$ cat config.mk
export PLATFORM = sky130hd
export DESIGN_NAME = if_stage
export DESIGN_NICKNAME = d
export VERILOG_FILES = /design/src/rtl/if_stage.sv
export SDC_FILE = /design/constraint.sdc
export NUM_CORES = 1
export LEC_CHECK = 0
export CAP_MARGIN = 5
export CORE_ASPECT_RATIO = 0.9
export CORE_MARGIN = 1.5
export CORE_UTILIZATION = 40
export DETAILED_ROUTE_END_ITERATION = 10
export GPL_TIMING_DRIVEN = 0
export PLACE_DENSITY = 0.83
export SKIP_LAST_GASP = 1
export SLEW_MARGIN = 20
export SYNTH_ARGS = -nofsm -noshare
export SYNTH_HDL_FRONTEND = slang
export SYNTH_SLANG_ARGS = --single-unit
$ cat constraint.sdc
create_clock -name clk -period 1.72 [get_ports clk]
set_input_delay 0.258 -clock clk [delete_from_list [all_inputs] [get_ports clk]]
set_output_delay 0.258 -clock clk [all_outputs]
set_load 0.01 [all_outputs]
$ cat src/rtl/if_stage.sv
// Instruction fetch stage: holds the PC, issues one instruction-memory request at a time, registers the result for decode.
// Latency: request accepted -> data_ok -> id_valid next cycle; minimum 3 cycles per instruction.
// Backpressure: id_ready low holds the instruction in HOLD and no new request is issued until it is consumed.
//
// Ports:
//   clk, rst_n          clock (rising edge), asynchronous active-low reset
//   inst_req/inst_addr  fetch request valid / address (= pc); inst_addr_ok accepts it
//   inst_rdata/data_ok  returned instruction word and its valid strobe
//   redirect/_pc        branch/jump/exception redirect pulse and target (word aligned here)
//   id_ready            decode consumes id_* this cycle
//   id_valid/pc/instr   held instruction for decode; id_imm = id_instr[15:0]
module if_stage #(
   parameter logic [31:0] RESET_PC = 32'hBFC0_0000
) (
   input  logic        clk,
   input  logic        rst_n,
   output logic        inst_req,
   output logic [31:0] inst_addr,
   input  logic        inst_addr_ok,
   input  logic [31:0] inst_rdata,
   input  logic        inst_data_ok,
   input  logic        redirect,
   input  logic [31:0] redirect_pc,
   input  logic        id_ready,
   output logic        id_valid,
   output logic [31:0] id_pc,
   output logic [31:0] id_instr,
   output logic [15:0] id_imm
);

   typedef enum logic [1:0] {
      S_REQ  = 2'd0,
      S_WAIT = 2'd1,
      S_HOLD = 2'd2
   } state_t;

   state_t      state, state_nxt;
   logic [31:0] pc, pc_nxt;
   logic        discard, discard_nxt;
   logic        id_valid_nxt;
   logic        capture;
   logic [31:0] redirect_al;

   // State resets to REQ, so the request is masked while reset is held.
   assign inst_req    = (state == S_REQ) && rst_n;
   assign inst_addr   = pc;
   assign id_imm      = id_instr[15:0];
   assign redirect_al = {redirect_pc[31:2], 2'b00};

   always_comb begin
      state_nxt    = state;
      pc_nxt       = pc;
      discard_nxt  = discard;
      id_valid_nxt = id_valid;
      capture      = 1'b0;
      case (state)
         S_REQ: begin
            if (inst_addr_ok) begin
               state_nxt = S_WAIT;
               // A redirect in the accept cycle makes the request just issued stale.
               discard_nxt = redirect;
            end
            if (redirect) begin
               pc_nxt = redirect_al;
            end
         end
         S_WAIT: begin
            if (redirect) begin
               pc_nxt = redirect_al;
               if (inst_data_ok) begin
                  // Response arrives with the redirect: drop it, nothing left in flight.
                  state_nxt   = S_REQ;
                  discard_nxt = 1'b0;
               end else begin
                  discard_nxt = 1'b1;
               end
            end else if (inst_data_ok) begin
               state_nxt   = S_REQ;
               discard_nxt = 1'b0;
               if (!discard) begin
                  state_nxt    = S_HOLD;
                  capture      = 1'b1;
                  id_valid_nxt = 1'b1;
               end
            end
         end
         S_HOLD: begin
            if (redirect) begin
               pc_nxt       = redirect_al;
               id_valid_nxt = 1'b0;
               state_nxt    = S_REQ;
            end else if (id_ready) begin
               pc_nxt       = pc + 32'd4;
               id_valid_nxt = 1'b0;
               state_nxt    = S_REQ;
            end
         end
         default: begin
            state_nxt = S_REQ;
         end
      endcase
   end

   always_ff @(posedge clk or negedge rst_n) begin
      if (!rst_n) begin
         state    <= S_REQ;
         pc       <= RESET_PC;
         discard  <= 1'b0;
         id_valid <= 1'b0;
         id_pc    <= '0;
         id_instr <= '0;
      end else begin
         state    <= state_nxt;
         pc       <= pc_nxt;
         discard  <= discard_nxt;
         id_valid <= id_valid_nxt;
         if (capture) begin
            id_pc    <= pc;
            id_instr <= inst_rdata;
         end
      end
   end

endmodule

# == After elaboration in Yosys (flattened, before gate mapping) ==
# Index checks and enable logic that the tools add are counted.
# op_classes
addsub,1
eq_ne,9
muxes,27
reduce_logical,10
# ops
cell,n
$mux W32,3
$pmux W32 S2,1
$add A32 B3 Y32 const B,1
$mux W2,7
$mux W1,13
$reduce_and A3 Y1,3
$ne A2 B2 Y1 const B,4
$ne A3 B3 Y1 const B,2
$pmux W2 S3,1
$reduce_bool A2 Y1,3
$reduce_and A5 Y1,1
$pmux W1 S2,2
$eq A2 B1 Y1 const B,1
$eq A2 B2 Y1 const B,1
$logic_not A2 Y1,1
$ne A2 B1 Y1 const B,1
$reduce_or A2 Y1,1
$logic_and A1 B1 Y1,1
# word_totals
reg_bits,100
input_bits,70
output_inout_bits,114
wordCells,53

# == Longest topological paths before layout ==
# Gate-level depths: netlist of run 1.
# depth
depth_word,4
ltp_mapped,8
mapped_depth_nobuf,5

# == Worst setup path before layout of run 1 ==
# No wires, ideal clock.
# synth_path
kind,reg-to-reg
startpoint,register state[0]
endpoint,"register pc[14], in the netlist inst_addr[14]"
setup_ns,0.121
arrival_ns,1.591
path_slack_ns,0.008
path_stages_with_launch,7
synth_period_minus_slack_ns,1.712
path_cell_list,dfrtp_1 -> buf_4 -> or3b_1 -> buf_2 -> nor4_4 -> a21oi_1 -> o22a_1
# synth_between
elab_chain_cells,4
# synth_rtl
item,line_no,rtl
"start, declared",37,"state_t state, state_nxt;"
"start signal, assigned",113,state <= state_nxt;
$eq A2 B1 Y1 / $logic_not A2 Y1 (equally long branches),56,case (state)
$reduce_or A2 Y1 (no line),--,
$ne A2 B1 Y1 (no line) / $reduce_bool A2 Y1 (equally long branches),--,
$reduce_and A3 Y1 (no line),--,
"end signal, assigned",114,pc <= pc_nxt;
"end, declared",38,"logic [31:0] pc, pc_nxt;"
# Several ways; a longest one is shown, not always the timed one.
# A chain may end at the register's enable or synchronous reset.

# == Worst setup path after layout of run 1 ==
# Same ends and word-level chain as after synthesis.

==> results_dict.tcl, run 1 <==
set metrics [dict create \
    drtIter0Drc 413 \
    area_growth_pct 57.2 \
    port_buffers 175 \
    power.switching_mw 3.21 \
    clk_pin_slew_worst_paths_ns 0.07 \
    worst-path-buf-inv 2 \
    grt_pass1_vias 4475 \
    yosysSeqAreaShare_pct 50.2 \
    grt_util_all_layers_pct 23.6 \
    rsz0062_at_grt "true" \
    post-route-drc-count 0 \
    finalMaxSlewViolations 0 \
    cp_max_fo 8 \
    synthesis.yosys.warnings 0 \
    outcome "complete, but fails checks" \
    comb_power_share_pct 43.4 \
    ant_nets 0 \
    worst_ep_required_time_ns 1.95 \
    clk_latency_ns 0.35 \
    avgSynthCellArea_sq_um 10.7 \
    cts.htree.levels 3 \
    hold_buffers 3 \
    yosys.area.top_type_share_pct 45.3 \
    die_area_sq_um 12700 \
    r2r_cells 6 \
    hpwl_mm 10.7 \
    fin_worst_skew_ns 0.0109 \
    initial_utilization_pct 41.5 \
    netlist_area_sq_um 4800 \
    nets 728 \
    failed_checks "negative hold slack" \
    crit_type "reg -> reg" \
    n_antenna_cell 0 \
    period_minus_slack_ns 1.70 \
    cts_made_buffers 9 \
    internal_power_mw 6.90 \
    period_share_pct 99.0 \
    power_density_nw_per_um2 1340 \
    crit_arrival_ns 1.94 \
    power.share.clock_pct 19.3 \
    grt_max_degree 55 \
    dr.pass1.iters 5 \
    cts_sinks 96 \
    rows 37 \
    path_delay_family "simple AND/OR/NAND/NOR gates" \
    cp-end-kind "flip-flop" \
    synth_cell_types 58 \
    hold_ws_ns -0.111 \
    yosys.area.top_type "dfrtp_1" \
    startpoint_type "flip-flop" \
    cts_tree "done" \
    maxCapViolations 0 \
    drive_above_1_share_pct 21.5 \
    vias 4508 \
    ys_top_cells_by_area "dfrtp_1 (45%), mux2_1 (13%), dfstp_2 (4.9%)" \
    postLayoutCoreUtil_pct 65.3 \
    ys_ff_latch 96 \
    cts_root_buf "clkbuf_16" \
    crit_slowest_cell "or3b_4" \
    final-hold-violation-count 44 \
    antenna_found_initial 0 \
    coreArea_sq_um 11600 \
    path_cells "buf_6 > or3b_4 > nor4_4 > buf_4 > a21oi_1 > o22a_1" \
    cts_max_path_buffers 2 \
    drt-total-wl_mm 15.0 \
    hp-class "in -> async" \
    synth_edf_count 0 \
    path_depth 6 \
    setup_viol 0 \
    synthesis.instances 449 \
    viasPerCell 5.51 \
    gp_congestion 0.938 \
    fmax_mhz 587 \
    cpPeakStageDelay_ns 0.48 \
    gr-total-overflow 0 \
    irDropWorstVdd_mv 0.620 \
    die_h_microns 107 \
    die_w_microns 119 \
    p_seq_share_pct 37.3 \
    routedWlPerCell_microns 18.4 \
    ios 184 \
    leakage_nw 3.14 \
    p_sw_share_pct 31.7 \
    async_flop_share_pct 100 \
    grt_pass1_wl_mm 23.5 \
    synth_flop_cell "dfrtp_1" \
]
-- power groups by stage --
stage	clock network (mW)	registers (mW)	logic, mW
3_5_place_dp	0	3.81	4.26
2_1_floorplan	0	4.10	1.29
3_3_place_gp	0	3.74	4.18
4_1_cts	1.99	3.77	4.36
5_1_grt	2.07	3.89	4.68
6_report	1.95	3.78	4.39
-- routing by layer --
layer / vias to the layer above / global-route usage (%) / routed length [microns]
met5: - / 0 / 0
met4: 0 / 7.23 / 276
met3: 31 / 6.97 / 1380
met2: 280 / 39.7 / 7210
met1: 2153 / 29.5 / 6150
li1: 2044 / - / -
-- through the flow --
stage | worst slack (ns) | power [mW] | instances | area (sq um) | TNS, ns
final | 0.0177 | 10.1 | 818 | 7550 | 0
after detailed placement | -0.355 | 8.06 | 784 | 6790 | -26.66
after global routing | -0.0402 | 10.6 | 818 | 7550 | -0.219
after floorplan | 0.00765 | 5.39 | 452 | 4810 | 0
after global placement | -3.42 | 7.92 | 783 | 6760 | -322.16
after CTS | -0.0527 | 10.1 | 811 | 7350 | -0.174
-- cell usage after synthesis, drive strengths merged (7+ instances only) --
master  instances
dfstp           9
and3            8
nand2          28
nor3            7
a21boi          8
nor4            8
clkbuf         12
nand4          18
dfrtp          87
a21oi          30
buf            40
o21ai          21
a21o            7
mux2           57
nor2           22
nand3          20
-- registers in the layout, indices dropped and copies added (netlist names) --
| register | count |
|---|---|
| id_pc | 30 |
| discard | 1 |
| id_instr | 32 |
| state | 2 |
| id_valid | 1 |
| inst_addr | 30 |
-- placed cells by master, fill, tap and decap left out, types with 4 or more instances in the layout --
cell type / netlist / layout
o21ai_1: 7 / 7
clkbuf_2: 0 / 7
dfrtp_2: 0 / 13
dlygate4sd2_1: 0 / 9
nand3_1: 20 / 16
o211ai_1: 5 / 5
dfrtp_1: 87 / 74
nor3_1: 6 / 5
clkbuf_16: 0 / 9
a21o_1: 7 / 7
nand4_1: 18 / 18
inv_1: 6 / 6
conb_1: 1 / 4
nor4_1: 6 / 4
o21ai_0: 14 / 14
dfstp_2: 9 / 9
buf_6: 1 / 6
nor2_1: 22 / 21
mux2_1: 57 / 57
buf_4: 21 / 44
nand2_1: 28 / 28
and4_1: 6 / 4
and3_1: 8 / 5
a21oi_1: 29 / 28
buf_12: 0 / 4
clkdlybuf4s50_1: 0 / 164
-- area by class of cell --
class / count / area, sq um
tap: 156 / 195
multi-input combinational: 298 / 2250
timing repair buffer: 196 / 1990
sequential: 96 / 2430
clock inverter: 6 / 47.5
buffer: 50 / 383
inverter: 6 / 22.5
clock buffer: 10 / 239
fill: 903 / 4020
-- cell families after synthesis --
group	Yosys count	share of synthesized area, %
buf+inv	58	6.80
other cells	1	0.0781
simple gates	135	15.5
fa+ha+maj	1	0.260
compound gates	100	13.5
mux	58	13.6
flops	96	50.2
-- path summary, 6_finish.rpt --
| check | startpoint | endpoint | slack, ns |
|---|---|---|---|
| min in group clk | redirect | discard$_DFFE_PN0P_ | 0.21 |
| max | state[0]$_DFFE_PN0P_ | inst_addr[14]$_DFFE_PN0P_ | 0.02 |
| max in group asynchronous | rst_n | inst_addr[2]$_DFFE_PN0P_ | 0.95 |
| min | rst_n | inst_addr[16]$_DFFE_PN0P_ | -0.11 |
| min reg2reg | id_pc[16]$_DFFE_PN0P_ | id_pc[16]$_DFFE_PN0P_ | 0.49 |
| max reg2reg | state[0]$_DFFE_PN0P_ | inst_addr[14]$_DFFE_PN0P_ | 0.02 |
-- worst reg2reg max path, stage by stage (launching register included) --
cell,delay [ns]
dfrtp_1,0.37
buf_6,0.13
or3b_4,0.48
nor4_4,0.16
buf_4,0.19
a21oi_1,0.07
o22a_1,0.17
-- repair_timing --
action	CTS	global route
buffers inserted	8	8
pin swaps	10	9
setup endpoints to repair	105	37
resized for setup	57	50
cloned	1	0
hold endpoints to repair	43	44
(Power assumes the default switching activity.)
==> run 2: changes to the inputs <==
--- a/config.mk
+++ b/config.mk
@@ -5,9 +5,10 @@
 export SDC_FILE = /design/constraint.sdc
 export NUM_CORES = 1
 export LEC_CHECK = 0
+export ABC_AREA = 0
 export CAP_MARGIN = 5
 export CORE_ASPECT_RATIO = 0.9
-export CORE_MARGIN = 1.5
+export CORE_MARGIN = 5
 export CORE_UTILIZATION = 40
 export DETAILED_ROUTE_END_ITERATION = 10
 export GPL_TIMING_DRIVEN = 0
==> run 2 against run 1 <==
Flip-flop and latch count is the same. Design area shrank 1.4%. Worst hold slack lost 0.011 ns. Setup slack gained 0.0012 ns. Clock skew shrank 0.00085 ns. Sequential share of layout area grew 0.47 points. First-iteration DRC count grew 3.9%. The run still ends with negative hold slack left. Via count grew 1.2%. Highest routed layer unchanged.
==> results_dict.tcl, run 2 (synthesis gave the netlist of run 1 again) <==
set metrics [dict create \
    outcome "complete, but fails checks" \
    failed_checks "negative hold slack" \
    r2r-start "inst_addr[7]$_DFFE_PN0P_" \
    placed_area_sq_um 6800 \
    gp_congestion 0.952 \
    grt_util_all_layers_pct 21.9 \
    cts_sinks 96 \
    cp-end-kind "flip-flop" \
    crit_start "inst_addr[7]$_DFFE_PN0P_" \
    hpwl_mm 11.5 \
    top_register "id_instr" \
    die_h_microns 114 \
    fmax_mhz 588 \
    startpoint_type "flip-flop" \
    top_layer "met4" \
    ios 184 \
    cts_made_buffers 9 \
    path_cells "and4_1 > clkbuf_4 > nand3_4 > or4_4 > o211ai_2" \
    final_common_cell "clkdlybuf4s50_1" \
    clk_pin_slew_worst_paths_ns 0.08 \
    fin_worst_skew_ns 0.0100 \
    wl_met3_mm 1.48 \
    rsz0062_at_grt "true" \
    hold_ws_ns -0.123 \
    worstMarginPinSlew_ns 0.905 \
    postLayoutCellArea_sq_um 7450 \
    die_w_microns 126 \
    p_total_mw 10.1 \
    grt_max_degree 75 \
    fillerInstances 920 \
    coreArea_sq_um 11900 \
    antenna_found_initial 0 \
    finalMaxSlewViolations 0 \
    n_antenna_cell 0 \
    cpPeakStageDelay_ns 0.50 \
    wl_met1_mm 6.74 \
    rows 38 \
    max_slew_margin_pct 39.5 \
    area_growth_pct 55.1 \
    crit_arrival_ns 1.98 \
    cts.htree.levels 3 \
    irDropWorstVdd_mv 0.562 \
    drive_above_1_share_pct 20.6 \
    cp_max_fo 10 \
    viasPerCell 5.56 \
    worst-path-buf-inv 1 \
    dp_cells 788 \
    setup_viol 0 \
    period_share_pct 98.9 \
    regToRegSetupSlack_ns 0.02 \
    clk_latency_ns 0.35 \
    gr-total-overflow 0 \
    drtIter0Drc 429 \
    vias 4562 \
    grt_pass1_vias 4674 \
    power_density_nw_per_um2 1360 \
    worst_ep_required_time_ns 1.99 \
    dr.pass1.iters 5 \
    timing.rr.end "inst_addr[19]$_DFFE_PN0P_" \
    post-route-drc-count 0 \
    leakage_nw 3.08 \
    met2_length_mm 7.39 \
    cts_max_path_buffers 2 \
    r2r_cells 5 \
    maxCapViolations 0 \
    routedWlPerCell_microns 19.4 \
    die_area_sq_um 14300 \
    path_delay_family "simple AND/OR/NAND/NOR gates" \
    largest_reg_flops 32 \
    final-hold-violation-count 54 \
    port_buffers 175 \
    period_minus_slack_ns 1.70 \
    drt-total-wl_mm 15.9 \
    ant_nets 0 \
    timing.setup.tns_ns 0 \
    nets 727 \
    hp-class "in -> async" \
    grt_pass1_wl_mm 25.1 \
    crit_slowest_cell "or4_4" \
    crit_type "reg -> reg" \
    initial_utilization_pct 40.4 \
    cts_root_buf "clkbuf_16" \
    final_cells 821 \
    cts_tree "done" \
    final_cell_mix "clkdlybuf4s50_1 (164), dfrtp_1 (73), mux2_1 (57), buf_4 (41), a21oi_1 (29)" \
]
[run 2: cell types whose count changed in the layout (fill, tap and decap cells not counted), sizes merged]
cell,previous run,this run
buf,61,58
clkinvlp,1,2
dlygate4sd3,1,2
clkdlybuf4s18,1,0
clkinv,2,3
inv,9,8
clkbuf,20,21
[run 2: what timing repair did]
action / 4_1_cts / 5_1_grt
pin swaps: 5 / 11
hold buffers: 1 / 1
hold endpoints to repair: 19 / 22
resized for setup: 51 / 45
endpoints found under the setup margin: 108 / 37
buffers inserted: 6 / 12
[run 2: cell type report]
| cell class | count | area, sq um | share of cell area [%] |
|---|---|---|---|
| clock buffer | 9 | 225 | 3.02 |
| tap | 160 | 200 | 2.69 |
| clock inverter | 7 | 53.8 | 0.722 |
| timing repair buffer | 196 | 1940 | 26.0 |
| multi-input combinational | 298 | 2220 | 29.8 |
| inverter | 6 | 22.5 | 0.302 |
| buffer | 49 | 363 | 4.87 |
| sequential | 96 | 2430 | 32.6 |
[run 2: how the worst max path moves through the flow]
stage | end | slack, ns | cells past startpoint
after global placement | inst_req | -3.48 | 3
final | inst_addr[19]$_DFFE_PN0P_ | 0.02 | 5
after floorplan | inst_addr[14]$_DFFE_PN0P_ | 0.008 | 6
after global routing | inst_addr[16]$_DFFE_PN0P_ | -0.06 | 6
after CTS | inst_addr[8]$_DFFE_PN0P_ | -0.09 | 8
after detailed placement | id_pc[25]$_DFFE_PN0P_ | -0.40 | 6
[run 2: report_power, final]
| group | switching, mW | total [mW] | leakage (nW) | internal [mW] |
|---|---|---|---|---|
| Sequential | 0.637 | 3.78 | 1.11 | 3.15 |
| Clock | 0.933 | 1.93 | 0.134 | 0.994 |
| Combinational | 1.72 | 4.41 | 1.84 | 2.69 |
[run 2: layer usage]
layer	vias up	GRT usage [%]
li1	2048	-
met1	2207	28.5
met2	277	34.9
met3	30	5.76
met4	0	8.89
met5	-	0
[run 2: stage by stage]
stage / util, % / hold WS (ns) / worst slack [ns]
after floorplan: - / -0.0376 / 0.00765
after global placement: 56.9 / 0.460 / -3.48
after detailed placement: 57.2 / 0.138 / -0.403
after CTS: 60.9 / -0.127 / -0.0928
after global routing: 62.7 / -0.127 / -0.0609
final: 62.7 / -0.123 / 0.0190
==> run 3: changes to the inputs <==
--- a/config.mk
+++ b/config.mk
@@ -18,3 +18,4 @@
 export SYNTH_ARGS = -nofsm -noshare
 export SYNTH_HDL_FRONTEND = slang
 export SYNTH_SLANG_ARGS = --single-unit
+export TNS_END_PERCENT = 1
==> run 3 against run 2 <==
The flow finishes with violations (negative hold slack, negative setup slack). Die area stayed put. Flip-flop and latch count stayed put. Wire length is 1.7% lower. Sequential share of layout area is 0.64 points higher. Global-route usage is 0.11 points lower. Non-clock buffer count is 12 lower. Critical path type unchanged. Via count is 1.8% lower.
==> results_dict.tcl, run 3 (synthesis gave the netlist of run 1 again) <==
set metrics [dict create \
    outcome "complete, but fails checks" \
    failed_checks "negative hold slack, negative setup slack" \
    drtIter0Drc 478 \
    place_ws_ns -0.403 \
    startpoint_type "flip-flop" \
    hpwl_mm 11.5 \
    rows 38 \
    initial_utilization_pct 40.4 \
    final_cell_mix "clkdlybuf4s50_1 (172), dfrtp_1 (81), mux2_1 (57), a21oi_1 (29), nand2_1 (28)" \
    r2r-start "state[1]$_DFFE_PN0P_" \
    die_area_sq_um 14300 \
    hp-class "in -> async" \
    irDropWorstVdd_mv 0.553 \
    max_slew_margin_pct 39.7 \
    grt_pass1_vias 4649 \
    placed_area_sq_um 6800 \
    r2r_cells 7 \
    cts_root_buf "clkbuf_16" \
    period_minus_slack_ns 1.79 \
    timing.setup.tns_ns -0.734 \
    drive_above_1_share_pct 16.0 \
    fillerInstances 944 \
    maxCapViolations 0 \
    clk_latency_ns 0.35 \
    area_growth_pct 51.4 \
    power_density_nw_per_um2 1380 \
    nets 715 \
    worst-path-buf-inv 3 \
    worst_ep_required_time_ns 1.94 \
    postLayoutCellArea_sq_um 7270 \
    ant_nets 0 \
    die_h_microns 114 \
    finalMaxSlewViolations 0 \
    multi_input_area_sq_um 2170 \
    top_register "id_instr" \
    final-hold-violation-count 54 \
    die_w_microns 126 \
    regArea_sq_um 2420 \
    cts_sinks 96 \
    cpPeakStageDelay_ns 0.36 \
    grt_util_all_layers_pct 21.7 \
    path_delay_family "buffers and inverters" \
    cp_max_fo 10 \
    dp_cells 788 \
    hold_ws_ns -0.121 \
    crit_type "reg -> reg" \
    cp-end-kind "flip-flop" \
    p_total_mw 10.0 \
    postLayoutCoreUtil_pct 61.2 \
    worstMarginPinSlew_ns 0.902 \
    antenna_found_initial 0 \
    largest_reg_flops 32 \
    grt_max_degree 75 \
    final_common_cell "clkdlybuf4s50_1" \
    rsz0062_at_grt "true" \
    gr-total-overflow 0 \
    cts.htree.levels 3 \
    cts_tree "done" \
    gp_congestion 0.952 \
    crit_arrival_ns 2.01 \
    coreArea_sq_um 11900 \
    crit_slowest_cell "dfrtp_1" \
    routedWlPerCell_microns 19.4 \
    post-route-drc-count 0 \
    dr.pass1.iters 5 \
    ios 184 \
    vias 4482 \
    port_buffers 175 \
    grt_pass1_wl_mm 24.9 \
    fin_worst_skew_ns 0.00853 \
    n_antenna_cell 0 \
    worst_slack_ns -0.0699 \
    setup_viol 24 \
    period_share_pct 104 \
    path_depth 7 \
    path_cells "clkbuf_4 > nor3b_4 > buf_6 > buf_4 > nand2_1 > o32ai_1 > a21oi_1" \
    drt-total-wl_mm 15.7 \
    viasPerCell 5.54 \
    leakage_nw 3.02 \
    cts_made_buffers 9 \
    clk_pin_slew_worst_paths_ns 0.07 \
    fmax_mhz 559 \
    crit_start "state[1]$_DFFE_PN0P_" \
    cts_max_path_buffers 2 \
    final_cells 809 \
]
## run 3: changes by cell type in the layout (fill, tap and decap cells not counted), moves of 2 or more
cell,previous run,this run
and3_1,4,6
and3_4,3,0
and4_1,4,6
buf_4,41,26
clkbuf_1,1,3
clkbuf_2,5,7
clkdlybuf4s50_1,164,172
dfrtp_1,73,81
dfrtp_2,14,6
dlygate4sd2_1,9,1
nand2_1,26,28
nand2_2,2,0
## run 3: timing repair
action                                  in CTS  in global routing
resized for setup                            2                 59
endpoints found under the setup margin     108                111
hold endpoints to repair                    19                 22
hold buffers                                 1                  1
pin swaps                                    0                  3
setup buffers                                0                  4
## run 3: worst paths after layout
path / to / slack, ns
hold reg to reg: id_valid$_DFFE_PN0P_ / 0.49
setup / recovery: inst_addr[8]$_DFFE_PN0P_ / -0.07
max in group asynchronous: inst_addr[4]$_DFFE_PN0P_ / 0.23
setup reg to reg: inst_addr[8]$_DFFE_PN0P_ / -0.07
hold / removal: inst_addr[28]$_DFFE_PN1P_ / -0.12
min in group clk: discard$_DFFE_PN0P_ / 0.22
## run 3: layer usage
metal  global-route usage [%]  part of all wire (%)
met2                     34.8                    46
met3                     5.90                   9.5
met5                        0                     0
met4                     8.60                   1.8
met1                     28.2                    43
## run 3: power breakdown
| part | internal [mW] | switching, mW | total (mW) |
|---|---|---|---|
| logic | 2.66 | 1.69 | 4.34 |
| clock network | 0.994 | 0.932 | 1.93 |
| registers | 3.14 | 0.635 | 3.78 |
| total | 6.79 | 3.25 | 10.0 |
## run 3: area by class of cell
| type | count | share of cell area, % |
|---|---|---|
| flip-flops and latches | 96 | 33.3 |
| multi-input cells | 298 | 29.8 |
| repair buffers | 182 | 25.2 |
| plain buffers | 51 | 4.82 |
| clock buffers | 9 | 3.10 |
| well taps | 160 | 2.75 |
| clock inverters | 7 | 0.740 |
| inverters | 6 | 0.310 |
